`src/rtl/lfsr_prog_gen.sv`:
```
// Run-time programmable multi-bit-per-step LFSR with loadable polynomial and seed,
// all-zero lock-up recovery and sequence period measurement.
module lfsr_prog_gen #(
    parameter int                     N_BITS_REGS  = 31,
    parameter int                     OUT_BITS     = 4,
    parameter logic [N_BITS_REGS-1:0] DEFAULT_POLY = 31'b1001000000000000000000000000000,
    parameter logic [N_BITS_REGS-1:0] DEFAULT_SEED = {1'b1, {(N_BITS_REGS-1){1'b0}}},
    parameter int                     CNT_BITS     = 32
) (
    input  logic                       clk_in,
    input  logic                       rst_in_n,
    input  logic                       ena_in,
    input  logic                       load_in,
    input  logic [N_BITS_REGS-1:0]     poly_in,
    input  logic [N_BITS_REGS-1:0]     seed_in,
    output logic signed [OUT_BITS-1:0] lfsr_out,
    output logic                       start_out,
    output logic                       lockup_out,
    output logic [CNT_BITS-1:0]        period_out,
    output logic                       period_valid_out,
    output logic                       period_sat_out
);

    logic [N_BITS_REGS-1:0] state;
    logic [N_BITS_REGS-1:0] poly_reg;
    logic [N_BITS_REGS-1:0] seed_reg;
    logic [N_BITS_REGS-1:0] next_state;
    logic [N_BITS_REGS-1:0] load_seed;
    logic [CNT_BITS-1:0]    cnt;
    logic                   cnt_max;

    // Low OUT_BITS bits are fresh feedback bits, the rest shift up by OUT_BITS per step.
    always_comb begin
        next_state = '0;
        for (int ff = 0; ff < OUT_BITS; ff++) begin
            next_state[ff] = ^(state & (poly_reg >> (OUT_BITS - 1 - ff)));
        end
        for (int ff = OUT_BITS; ff < N_BITS_REGS; ff++) begin
            next_state[ff] = state[ff-OUT_BITS];
        end
    end

    // A zero seed would lock the generator immediately, so it falls back to the default.
    assign load_seed = (seed_in == '0) ? DEFAULT_SEED : seed_in;
    assign cnt_max   = &cnt;
    assign lfsr_out  = state[OUT_BITS-1:0];
    assign start_out = ena_in & (state == seed_reg);

    always_ff @(posedge clk_in or negedge rst_in_n) begin
        if (!rst_in_n) begin
            state            <= DEFAULT_SEED;
            seed_reg         <= DEFAULT_SEED;
            poly_reg         <= DEFAULT_POLY;
            cnt              <= '0;
            period_out       <= '0;
            lockup_out       <= 1'b0;
            period_valid_out <= 1'b0;
            period_sat_out   <= 1'b0;
        end else begin
            lockup_out       <= 1'b0;
            period_valid_out <= 1'b0;
            if (load_in) begin
                poly_reg       <= poly_in;
                seed_reg       <= load_seed;
                state          <= load_seed;
                cnt            <= '0;
                period_sat_out <= 1'b0;
            end else if (ena_in) begin
                if (state == '0) begin
                    state      <= seed_reg;
                    lockup_out <= 1'b1;
                    cnt        <= '0;
                end else begin
                    state <= next_state;
                    if (cnt_max) begin
                        period_sat_out <= 1'b1;
                    end
                    // The recurrence step itself counts, hence cnt+1; it clamps at all-ones.
                    if (next_state == seed_reg) begin
                        period_out       <= cnt_max ? cnt : cnt + CNT_BITS'(1);
                        period_valid_out <= 1'b1;
                        cnt              <= '0;
                    end else if (!cnt_max) begin
                        cnt <= cnt + CNT_BITS'(1);
                    end
                end
            end
        end
    end

endmodule

```
`config.mk`:
```
export PLATFORM = sky130hd
export DESIGN_NAME = lfsr_prog_gen
export DESIGN_NICKNAME = d
export VERILOG_FILES = /design/src/rtl/lfsr_prog_gen.sv
export SDC_FILE = /design/constraint.sdc
export NUM_CORES = 1
export LEC_CHECK = 0
export ABC_AREA = 1
export BUFFER_PORTS_ARGS = -buffer_cell sky130_fd_sc_hd__buf_2
export CORE_ASPECT_RATIO = 1.25
export CORE_MARGIN = 3
export CORE_UTILIZATION = 41
export DETAILED_ROUTE_END_ITERATION = 12
export GPL_ROUTABILITY_DRIVEN = 0
export GPL_TIMING_DRIVEN = 0
export RECOVER_POWER = 50
export SYNTH_ARGS = -nofsm -noshare
export SYNTH_HDL_FRONTEND = slang
export SYNTH_SLANG_ARGS = --single-unit
```
`constraint.sdc`:
```
create_clock -name clk_in -period 2.9 [get_ports clk_in]
set_input_delay 0.145 -clock clk_in [delete_from_list [all_inputs] [get_ports clk_in]]
set_output_delay 0.145 -clock clk_in [all_outputs]
set_load 0.05 [all_outputs]
```
==> impl_metrics.env, run 1 <==
export IMPL_synth_fp_nets=1845
export IMPL_cts_tree="done"
export IMPL_violations="max-capacitance violations, max-slew violations"
export IMPL_synthArstFlopShare_pct=100.0
export IMPL_grt_usage_pct=25.38
export IMPL_place_port_buffers=104
export IMPL_slew_headroom_pct=-5.276
export IMPL_design_power_total_mw=7.587
export IMPL_finish_utilization_pct=50.22
export IMPL_setup_tns_ps=0
export IMPL_cp_depth=10
export IMPL_hold_ws_ps=25.90
export IMPL_end_kind="flip-flop"
export IMPL_cts_buffers=17
export IMPL_avgSynthCellArea_sq_um=6.377
export IMPL_r2r_end="state[0]"
export IMPL_worstSetupStartpoint="state[6]"
export IMPL_drt_wirelength_per_cell_um=16.23
export IMPL_wirelength_mm=37.68
export IMPL_clk_path_buf_depth=2
export IMPL_final_setup_viol_count=0
export IMPL_core_sq_um=26990
export IMPL_htree_levels=4
export IMPL_clock_sinks=160
export IMPL_use_met1_pct=29.10
export IMPL_cp_arrival_ps=3030
export IMPL_regArea_sq_um=4011
export IMPL_die_h_um=191.9
export IMPL_status="finished with violations"
export IMPL_period_needed_ps=2719
export IMPL_drc=0
export IMPL_reg_top3="cnt x32, period_out x32"
export IMPL_grt_max_degree=102
export IMPL_area_delta_synth_final_pct=19.55
export IMPL_r2r_cells=10
export IMPL_required_ps=3210
export IMPL_hold_violations=0
export IMPL_cp_common_cell="buf_2"
export IMPL_fin_worst_skew_ps=10.81
export IMPL_worst_pin_slew_ps=1579
export IMPL_initial_core_util_pct=42.00
export IMPL_r2r_slack_ps=180
export IMPL_layout_common_cells="nand2_1 (919), dfrtp_1 (154), inv_1 (132)"
export IMPL_drive_gt1_share_pct=10.33
export IMPL_synth_edff_count=0
export IMPL_hold_path_depth=3
export IMPL_p_per_area_nw_per_um2=559.7
export IMPL_drt_antenna_violating_nets=0
export IMPL_die_area_sq_um=29700
export IMPL_hpwl_mm=28.09
export IMPL_vdd_ir_drop_max_mv=0.3819
export IMPL_fill_cells=2778
export IMPL_ios=106
export IMPL_grt_pass1_wl_mm=59.13
export IMPL_synth_ff_type="dfrtp_1"
export IMPL_vias=11890
export IMPL_max_freq_ghz=0.3678
export IMPL_cp_top_family="buffers and inverters"
export IMPL_yosysUniqueCellTypes=35
export IMPL_worstSetupPathType="flip-flop to flip-flop"
export IMPL_synth_cells=1778
export IMPL_ys_warnings_count=0
export IMPL_use_met2_pct=46.45
export IMPL_grtUsageMet3_pct=3.922
export IMPL_endpoint="state[0]"
export IMPL_max_cap_violations=1
export IMPL_drt_initial_drc_count=881
export IMPL_startpoint_type="flip-flop"
export IMPL_critPathSlowestCell="dfrtp_1"
export IMPL_final_common_cell="nand2_1"
export IMPL_firstDrtPassIters=5
export IMPL_syn_area_sq_um=11340
export IMPL_cts_root_buf="clkbuf_16"
export IMPL_crit_chain="buf_2, inv_1, nand4_1, nor2_1, nor3b_2, nand3_2, clkinvlp_4, buf_2, a31oi_1, a32oi_1"
export IMPL_ys_ff_latch=160
export IMPL_nets=2029
export IMPL_grt_busiest_layer="met2"
export IMPL_drv_slew=61
export IMPL_num_rows=67
export IMPL_yosysSeqAreaShare_pct=35.36
export IMPL_via_per_inst=5.125
export IMPL_grt_pass1_vias=11490
export IMPL_p_leak_nw=7.414
export IMPL_grt_antenna_before_repair=2
export IMPL_fin_crit_sh_pct=93.76
export IMPL_clkTransAtPathRegs_ps=70
export IMPL_grt_overflow=0
export IMPL_crit_buf_inv=4
export IMPL_cp_slowest_stage_delay_ps=360
export IMPL_r2r_start="state[6]"
export IMPL_clock_latency_ps=440
export IMPL_hold_path_class="input port to flip-flop"
export IMPL_die_x_um=154.7
export IMPL_multi_input_area_sq_um=6355
export IMPL_cp_max_fo=10
-- worst min-delay path, cell delays in order --
cell and delay (ps):
buf_2 130, nand2_1 80, o21ai_0 80
-- cell families after synthesis --
group,count (synthesis),synth area share [%]
fa+ha+maj,1,0.1103
simple gates,1134,40.55
mux,1,0.08828
flops,160,35.36
buf+inv,251,9.314
xor+xnor,105,8.177
compound gates,126,6.400
-- how the worst min path moves through the flow --
stage / from / end / slack [ps]
finish: seed_in[29] / seed_reg[29] / 30
global route: seed_in[29] / seed_reg[29] / 20
CTS: seed_in[15] / seed_reg[15] / 2
detailed placement: rst_in_n / period_out[12] / 130
global placement: poly_in[1] / poly_reg[1] / 350
floorplan: rst_in_n / cnt[0] / -150
-- routing by layer --
layer,wire length [um],share of wire (%),up-vias
met5,0,0,-
met4,1583,4.2,0
met3,2057,5.5,63
met2,19200,51,326
met1,14840,39,5555
li1,-,-,5950
-- final cells by class --
cell class | instances | area share [%]
Antenna cell | 2 | 0.03692
Buffer | 76 | 3.046
Clock buffer | 19 | 3.267
Clock inverter | 12 | 0.9969
Inverter | 174 | 4.855
Multi-Input combinational cell | 1367 | 46.88
Sequential cell | 160 | 29.59
Tap cell | 345 | 3.184
Timing Repair Buffer | 166 | 8.141
-- cells in the mapped netlist (all sizes together) (4+ instances only) --
cell	instances	area, sq um
a21oi	44	220.2
a221oi	5	43.79
a31oi	8	50.05
a32oi	4	35.03
buf	53	312.8
clkbuf	24	90.09
clkinv	16	60.06
dfrtp	156	3904
dfstp	4	105.1
inv	158	593.1
nand2	927	3482
nand3	76	390.4
nand4	52	325.3
nor2	37	153.9
nor3	15	75.07
nor4	21	131.4
o211ai	13	97.59
o21ai	40	200.2
o22ai	10	62.56
xnor2	51	454.2
xor2	54	473.0
-- metrics by stage --
| stage | setup slack (ps) | cell area [sq um] | instances |
|---|---|---|---|
| finish | 181.0 | 13560 | 2321 |
| global route | -7.476 | 13560 | 2321 |
| CTS | 6.138 | 13490 | 2317 |
| detailed placement | -97.26 | 12330 | 2228 |
| global placement | -1010 | 12290 | 2227 |
| floorplan | 191.8 | 11340 | 1778 |
-- repair_timing --
action                                  CTS  global route
buffers inserted                          0             3
hold buffers                             58             0
pin swaps                                 0             3
endpoints found under the hold margin   116             0
endpoints found under the setup margin   10            78
resized for setup                         2            26
-- report_power, final --
part | switching (mW) | leakage, nW | internal, mW
Clock | 0.985 | 0.272 | 1.29
Sequential | 0.162 | 2.05 | 2.39
Combinational | 1.83 | 5.09 | 0.931
Note: power is estimated with default switching activity, not from simulation.
==> inputs of run 2 (changes only) <==
- CELL_PAD_IN_SITES_DETAIL_PLACEMENT: unset -> 2
- CELL_PAD_IN_SITES_GLOBAL_PLACEMENT: unset -> 2
- CORE_UTILIZATION: 41 -> 33
- PLACE_DENSITY_LB_ADDON: unset -> 0.1
==> impl_metrics.env, run 2 (same netlist as run 1, synthesis figures left out) <==
export IMPL_grt_max_degree=94
export IMPL_r2r_end="period_out[28]"
export IMPL_status="finished with violations"
export IMPL_place_port_buffers=104
export IMPL_multi_input_area_sq_um=6387
export IMPL_drt_initial_drc_count=490
export IMPL_vias=12580
export IMPL_clk_path_buf_depth=2
export IMPL_die_x_um=171.8
export IMPL_nets=2034
export IMPL_drt_antenna_violating_nets=0
export IMPL_clock_sinks=160
export IMPL_pre_cts_slack_ps=-288.7
export IMPL_grt_overflow=0
export IMPL_hold_path_class="input port to flip-flop"
export IMPL_vdd_ir_drop_max_mv=0.2569
export IMPL_final_area_sq_um=13800
export IMPL_layout_common_cells="nand2_1 (915), dfrtp_1 (152), inv_1 (132)"
export IMPL_dpl_cell_area_sq_um=12430
export IMPL_ios=106
export IMPL_instances_no_fill=2404
export IMPL_drv_slew=68
export IMPL_fill_cells=4113
export IMPL_clock_latency_ps=460
export IMPL_area_delta_synth_final_pct=21.68
export IMPL_worstSetupStartpoint="state[5]"
export IMPL_via_per_inst=5.232
export IMPL_drive_gt1_share_pct=10.96
export IMPL_grt_pass1_vias=14010
export IMPL_end_kind="flip-flop"
export IMPL_grt_usage_pct=27.24
export IMPL_startpoint_type="flip-flop"
export IMPL_final_setup_viol_count=0
export IMPL_regArea_sq_um=4014
export IMPL_cts_tree="done"
export IMPL_worstHoldStart="seed_in[3]"
export IMPL_fin_crit_sh_pct=95.19
export IMPL_cts_root_buf="clkbuf_16"
export IMPL_clkTransAtPathRegs_ps=70
export IMPL_fin_worst_skew_ps=8.221
export IMPL_slew_headroom_pct=-23.60
export IMPL_design_power_total_mw=7.859
export IMPL_worst_pin_slew_ps=1854
export IMPL_firstDrtPassIters=4
export IMPL_p_per_area_nw_per_um2=569.6
export IMPL_drc=0
export IMPL_cp_max_fo=10
export IMPL_grt_antenna_before_repair=1
export IMPL_max_freq_ghz=0.3623
export IMPL_reg_top3="cnt x32, period_out x32"
export IMPL_htree_levels=4
export IMPL_drt_wirelength_per_cell_um=20.46
export IMPL_period_needed_ps=2760
export IMPL_numPlacedInstances=2306
export IMPL_endpoint="period_out[28]"
export IMPL_fin_ws_ps=139.5
export IMPL_r2r_start="state[5]"
export IMPL_required_ps=3240
export IMPL_hpwl_mm=37.11
export IMPL_worstSetupPathType="flip-flop to flip-flop"
export IMPL_core_sq_um=33690
export IMPL_wirelength_mm=49.18
export IMPL_violations="max-capacitance violations, max-slew violations"
export IMPL_cp_arrival_ps=3100
export IMPL_num_rows=75
export IMPL_hold_ws_ps=31.52
export IMPL_initial_core_util_pct=33.66
export IMPL_die_h_um=213.2
export IMPL_rsz0062_at_grt="yes"
export IMPL_cts_buffers=17
export IMPL_final_common_cell="nand2_1"
export IMPL_max_cap_violations=1
export IMPL_r2r_slack_ps=140
export IMPL_grt_pass1_wl_mm=76.35
export IMPL_hold_violations=0
export IMPL_p_leak_nw=7.507
export IMPL_r2r_cells=22
export IMPL_die_area_sq_um=36630
==> run 2: changes by cell type in the layout (fill, tap and decap cells not counted), moves of 3 or more <==
cell	change
buf_2	-10
buf_6	+6
clkbuf_4	+4
clkinv_4	+4
clkinvlp_4	-4
nand2_1	-4
nand2_2	+3
==> run 2: metal layers <==
metal | routed length, um | track usage, %
met5 | 0 | 0
met4 | 2182 | 13.11
met3 | 1492 | 3.574
met2 | 26960 | 52.82
met1 | 18540 | 28.61
==> run 2: final cells by class <==
type                            instances  share of cell area (%)
Timing Repair Buffer                  172                   8.570
Clock buffer                           18                   3.111
Tap cell                              423                   3.836
Antenna cell                            1                 0.01814
Inverter                              174                   4.743
Clock inverter                         14                  0.9703
Sequential cell                       160                   29.09
Buffer                                 75                   3.364
Multi-Input combinational cell       1367                   46.30
==> run 2: what timing repair did <==
| item | CTS | global route |
|---|---|---|
| buffers inserted | 5 | 3 |
| hold buffers | 59 | 0 |
| endpoints found under the hold margin | 123 | 0 |
| gates resized for setup | 10 | 48 |
| setup endpoints to repair | 75 | 79 |
| pin swaps | 2 | 2 |
==> run 2: how the worst min path moves through the flow <==
| stage | slack (ps) | cells past startpoint | to |
|---|---|---|---|
| final | 30 | 3 | seed_reg[3] |
| after global routing | 40 | 3 | seed_reg[3] |
| after CTS | 4 | 3 | seed_reg[3] |
| after detailed placement | 150 | 1 | period_out[18] |
| after global placement | 350 | 3 | poly_reg[2] |
| after floorplan | -150 | 0 | cnt[0] |
==> run 2: stage by stage <==
stage | TNS (ps) | util [%]
floorplan | 0 | -
finish | 0 | 40.95
detailed placement | -9132 | 36.88
global placement | -178160 | 36.77
CTS | 0 | 40.59
global route | -118.9 | 40.95
==> run 2: worst max-delay path, stage by stage (launching register included) <==
cell and delay, ps:
dfrtp_1 330, buf_4 190, nand2_1 130, inv_2 80, nand2_1 60, nand2_1 90, nand2_1 60, nand2_1 90
nand2_1 50, nand2_1 140, nand2_1 80, nand2_2 140, inv_2 50, nand2_2 90, nand2_1 70, nand2_1 60
nand2_1 100, nor2_4 220, buf_12 150, nand3_4 120, buf_6 190, nand2_1 70, nand2_1 60
==> run 2: power breakdown <==
group | internal, mW | leakage [nW] | switching (mW)
clock network | 1.20 | 0.277 | 1.06
registers | 2.39 | 2.05 | 0.175
logic | 0.988 | 5.18 | 2.06
==> inputs of run 3 (changes only) <==
- PLACE_DENSITY: unset -> 0.83
- PLACE_DENSITY_LB_ADDON: 0.1 -> unset
==> impl_metrics.env, run 3 (same netlist as run 1, synthesis figures left out) <==
export IMPL_fill_cells=4120
export IMPL_grt_max_degree=86
export IMPL_drt_wirelength_per_cell_um=21.59
export IMPL_initial_core_util_pct=33.66
export IMPL_violations="max-capacitance violations, max-slew violations"
export IMPL_p_leak_nw=7.548
export IMPL_swShare_pct=41.91
export IMPL_design_power_total_mw=8.105
export IMPL_die_area_sq_um=36630
export IMPL_area_delta_synth_final_pct=22.22
export IMPL_drt_initial_drc_count=689
export IMPL_cts_buffers=17
export IMPL_cts_tree="done"
export IMPL_grt_antenna_before_repair=0
export IMPL_fin_worst_skew_ps=15.09
export IMPL_core_sq_um=33690
export IMPL_vias=12860
export IMPL_setup_tns_ps=0
export IMPL_cp_max_fo=10
export IMPL_drive_gt1_share_pct=11.82
export IMPL_seqPwrFrac_pct=31.7
export IMPL_period_needed_ps=2756
export IMPL_hold_violations=0
export IMPL_drv_slew=76
export IMPL_clock_sinks=160
export IMPL_rsz0062_at_grt="yes"
export IMPL_cp_arrival_ps=3160
export IMPL_grt_pass1_vias=14660
export IMPL_grt_overflow=0
export IMPL_die_x_um=171.8
export IMPL_hold_path_class="input port to flip-flop"
export IMPL_final_setup_viol_count=0
export IMPL_via_per_inst=5.352
export IMPL_required_ps=3310
export IMPL_ios=106
export IMPL_reg_top3="cnt x32, period_out x32"
export IMPL_clk_path_buf_depth=2
export IMPL_slew_headroom_pct=-37.61
export IMPL_drc=0
export IMPL_cell_internal_pwr_mw=4.709
export IMPL_wirelength_mm=51.87
export IMPL_max_freq_ghz=0.3629
export IMPL_clock_latency_ps=470
export IMPL_instances_no_fill=2403
export IMPL_nets=2035
export IMPL_num_rows=75
export IMPL_clkTransAtPathRegs_ps=70
export IMPL_vdd_ir_drop_max_mv=0.3915
export IMPL_firstDrtPassIters=5
export IMPL_startpoint_type="flip-flop"
export IMPL_grt_pass1_wl_mm=80.27
export IMPL_worst_pin_slew_ps=2064
export IMPL_final_common_cell="nand2_1"
export IMPL_place_port_buffers=104
export IMPL_power_frac_comb_pct=39.2
export IMPL_grt_usage_pct=28.42
export IMPL_cts_root_buf="clkbuf_16"
export IMPL_die_h_um=213.2
export IMPL_worstSetupPathType="flip-flop to flip-flop"
export IMPL_layout_common_cells="nand2_1 (912), dfrtp_1 (151), inv_1 (130)"
export IMPL_hpwl_mm=36.87
export IMPL_num_antenna_cells=0
export IMPL_drt_antenna_violating_nets=0
export IMPL_pre_cts_slack_ps=-362.9
export IMPL_p_per_area_nw_per_um2=584.9
export IMPL_clockPowerShare_pct=29.1
export IMPL_fin_crit_sh_pct=95.03
export IMPL_max_cap_violations=1
export IMPL_end_kind="flip-flop"
export IMPL_numPlacedInstances=2306
export IMPL_htree_levels=4
export IMPL_fin_ws_ps=144.2
export IMPL_p_sw_mw=3.397
export IMPL_status="finished with violations"
==> run 3: cell types whose count changed in the layout (fill, tap and decap cells not counted), moves of 3 or more <==
| cell | delta |
|---|---|
| clkinv_4 | -5 |
| clkbuf_1 | -5 |
| nand2_1 | -3 |
| nand2_2 | +3 |
| buf_2 | +8 |
| clkbuf_4 | -3 |
==> run 3: path summary, 6_finish.rpt <==
kind / from / endpoint / slack (ps) / depth (start not counted)
hold reg to reg: period_out[16] / period_out[16] / 480 / 2
setup / recovery: state[1] / period_out[25] / 140 / 18
setup reg to reg: state[1] / period_out[25] / 140 / 18
max in group asynchronous: rst_in_n / cnt[0] / 740 / 2
hold / removal: ena_in / lockup_out / 50 / 3
min in group asynchronous: rst_in_n / period_out[22] / 800 / 2
==> run 3: power groups by stage <==
stage | logic, mW | clock network [mW] | registers [mW]
after floorplan | 1.92 | 0 | 2.52
after global placement | 2.65 | 0 | 2.58
after CTS | 3.03 | 2.38 | 2.55
after detailed placement | 2.83 | 0 | 2.59
final | 3.18 | 2.36 | 2.57
after global routing | 3.49 | 2.48 | 2.59
==> run 3: routing by layer <==
metal,up-vias,global-route usage [%],share of wire [%]
li1,5930,-,-
met1,6492,30.39,38
met2,309,54.54,54
met3,129,3.352,3.4
met4,0,14.07,5.0
met5,-,0,0
==> run 3: critical path, stage by stage, from the launching register on <==
cell and delay, ps:
dfrtp_1 400, buf_6 180, nand2_1 130, xnor2_1 260, nand2_1 130, nand2_1 90, nand2_1 60, nand2_1 210
nand2_1 110, nand2_1 80, nand2_1 70, nand3_1 90, nand2_1 100, nor2_4 120, buf_12 140, buf_4 120
clkbuf_4 190, nand4_1 110, nand2_1 90
==> run 3: through the flow <==
stage	hold slack [ps]	utilization [%]	instance area (sq um)
global placement	346.5	36.77	12390
global route	54.27	41.14	13860
CTS	0.4459	40.70	13710
detailed placement	171.2	36.88	12430
finish	46.46	41.14	13860
floorplan	-150.6	-	11340
==> run 3: layout make-up <==
class                      instances  area, sq um  share of cell area, %
buffer                            76        480.5                  3.467
clock buffer                      21        460.4                  3.322
clock inverter                    10        111.4                 0.8035
inverter                         174        655.6                  4.731
multi-input combinational       1367         6415                  46.29
sequential                       160         4015                  28.97
tap                              423        529.3                  3.819
timing repair buffer             172         1191                  8.595
==> run 3: repair_timing <==
action / in CTS / in global routing
setup endpoints to repair: 77 / 81
pin swaps: 2 / 5
setup buffers: 4 / 2
cloned: 0 / 0
hold buffers: 61 / 0
endpoints found under the hold margin: 135 / 0
gates resized for setup: 12 / 65
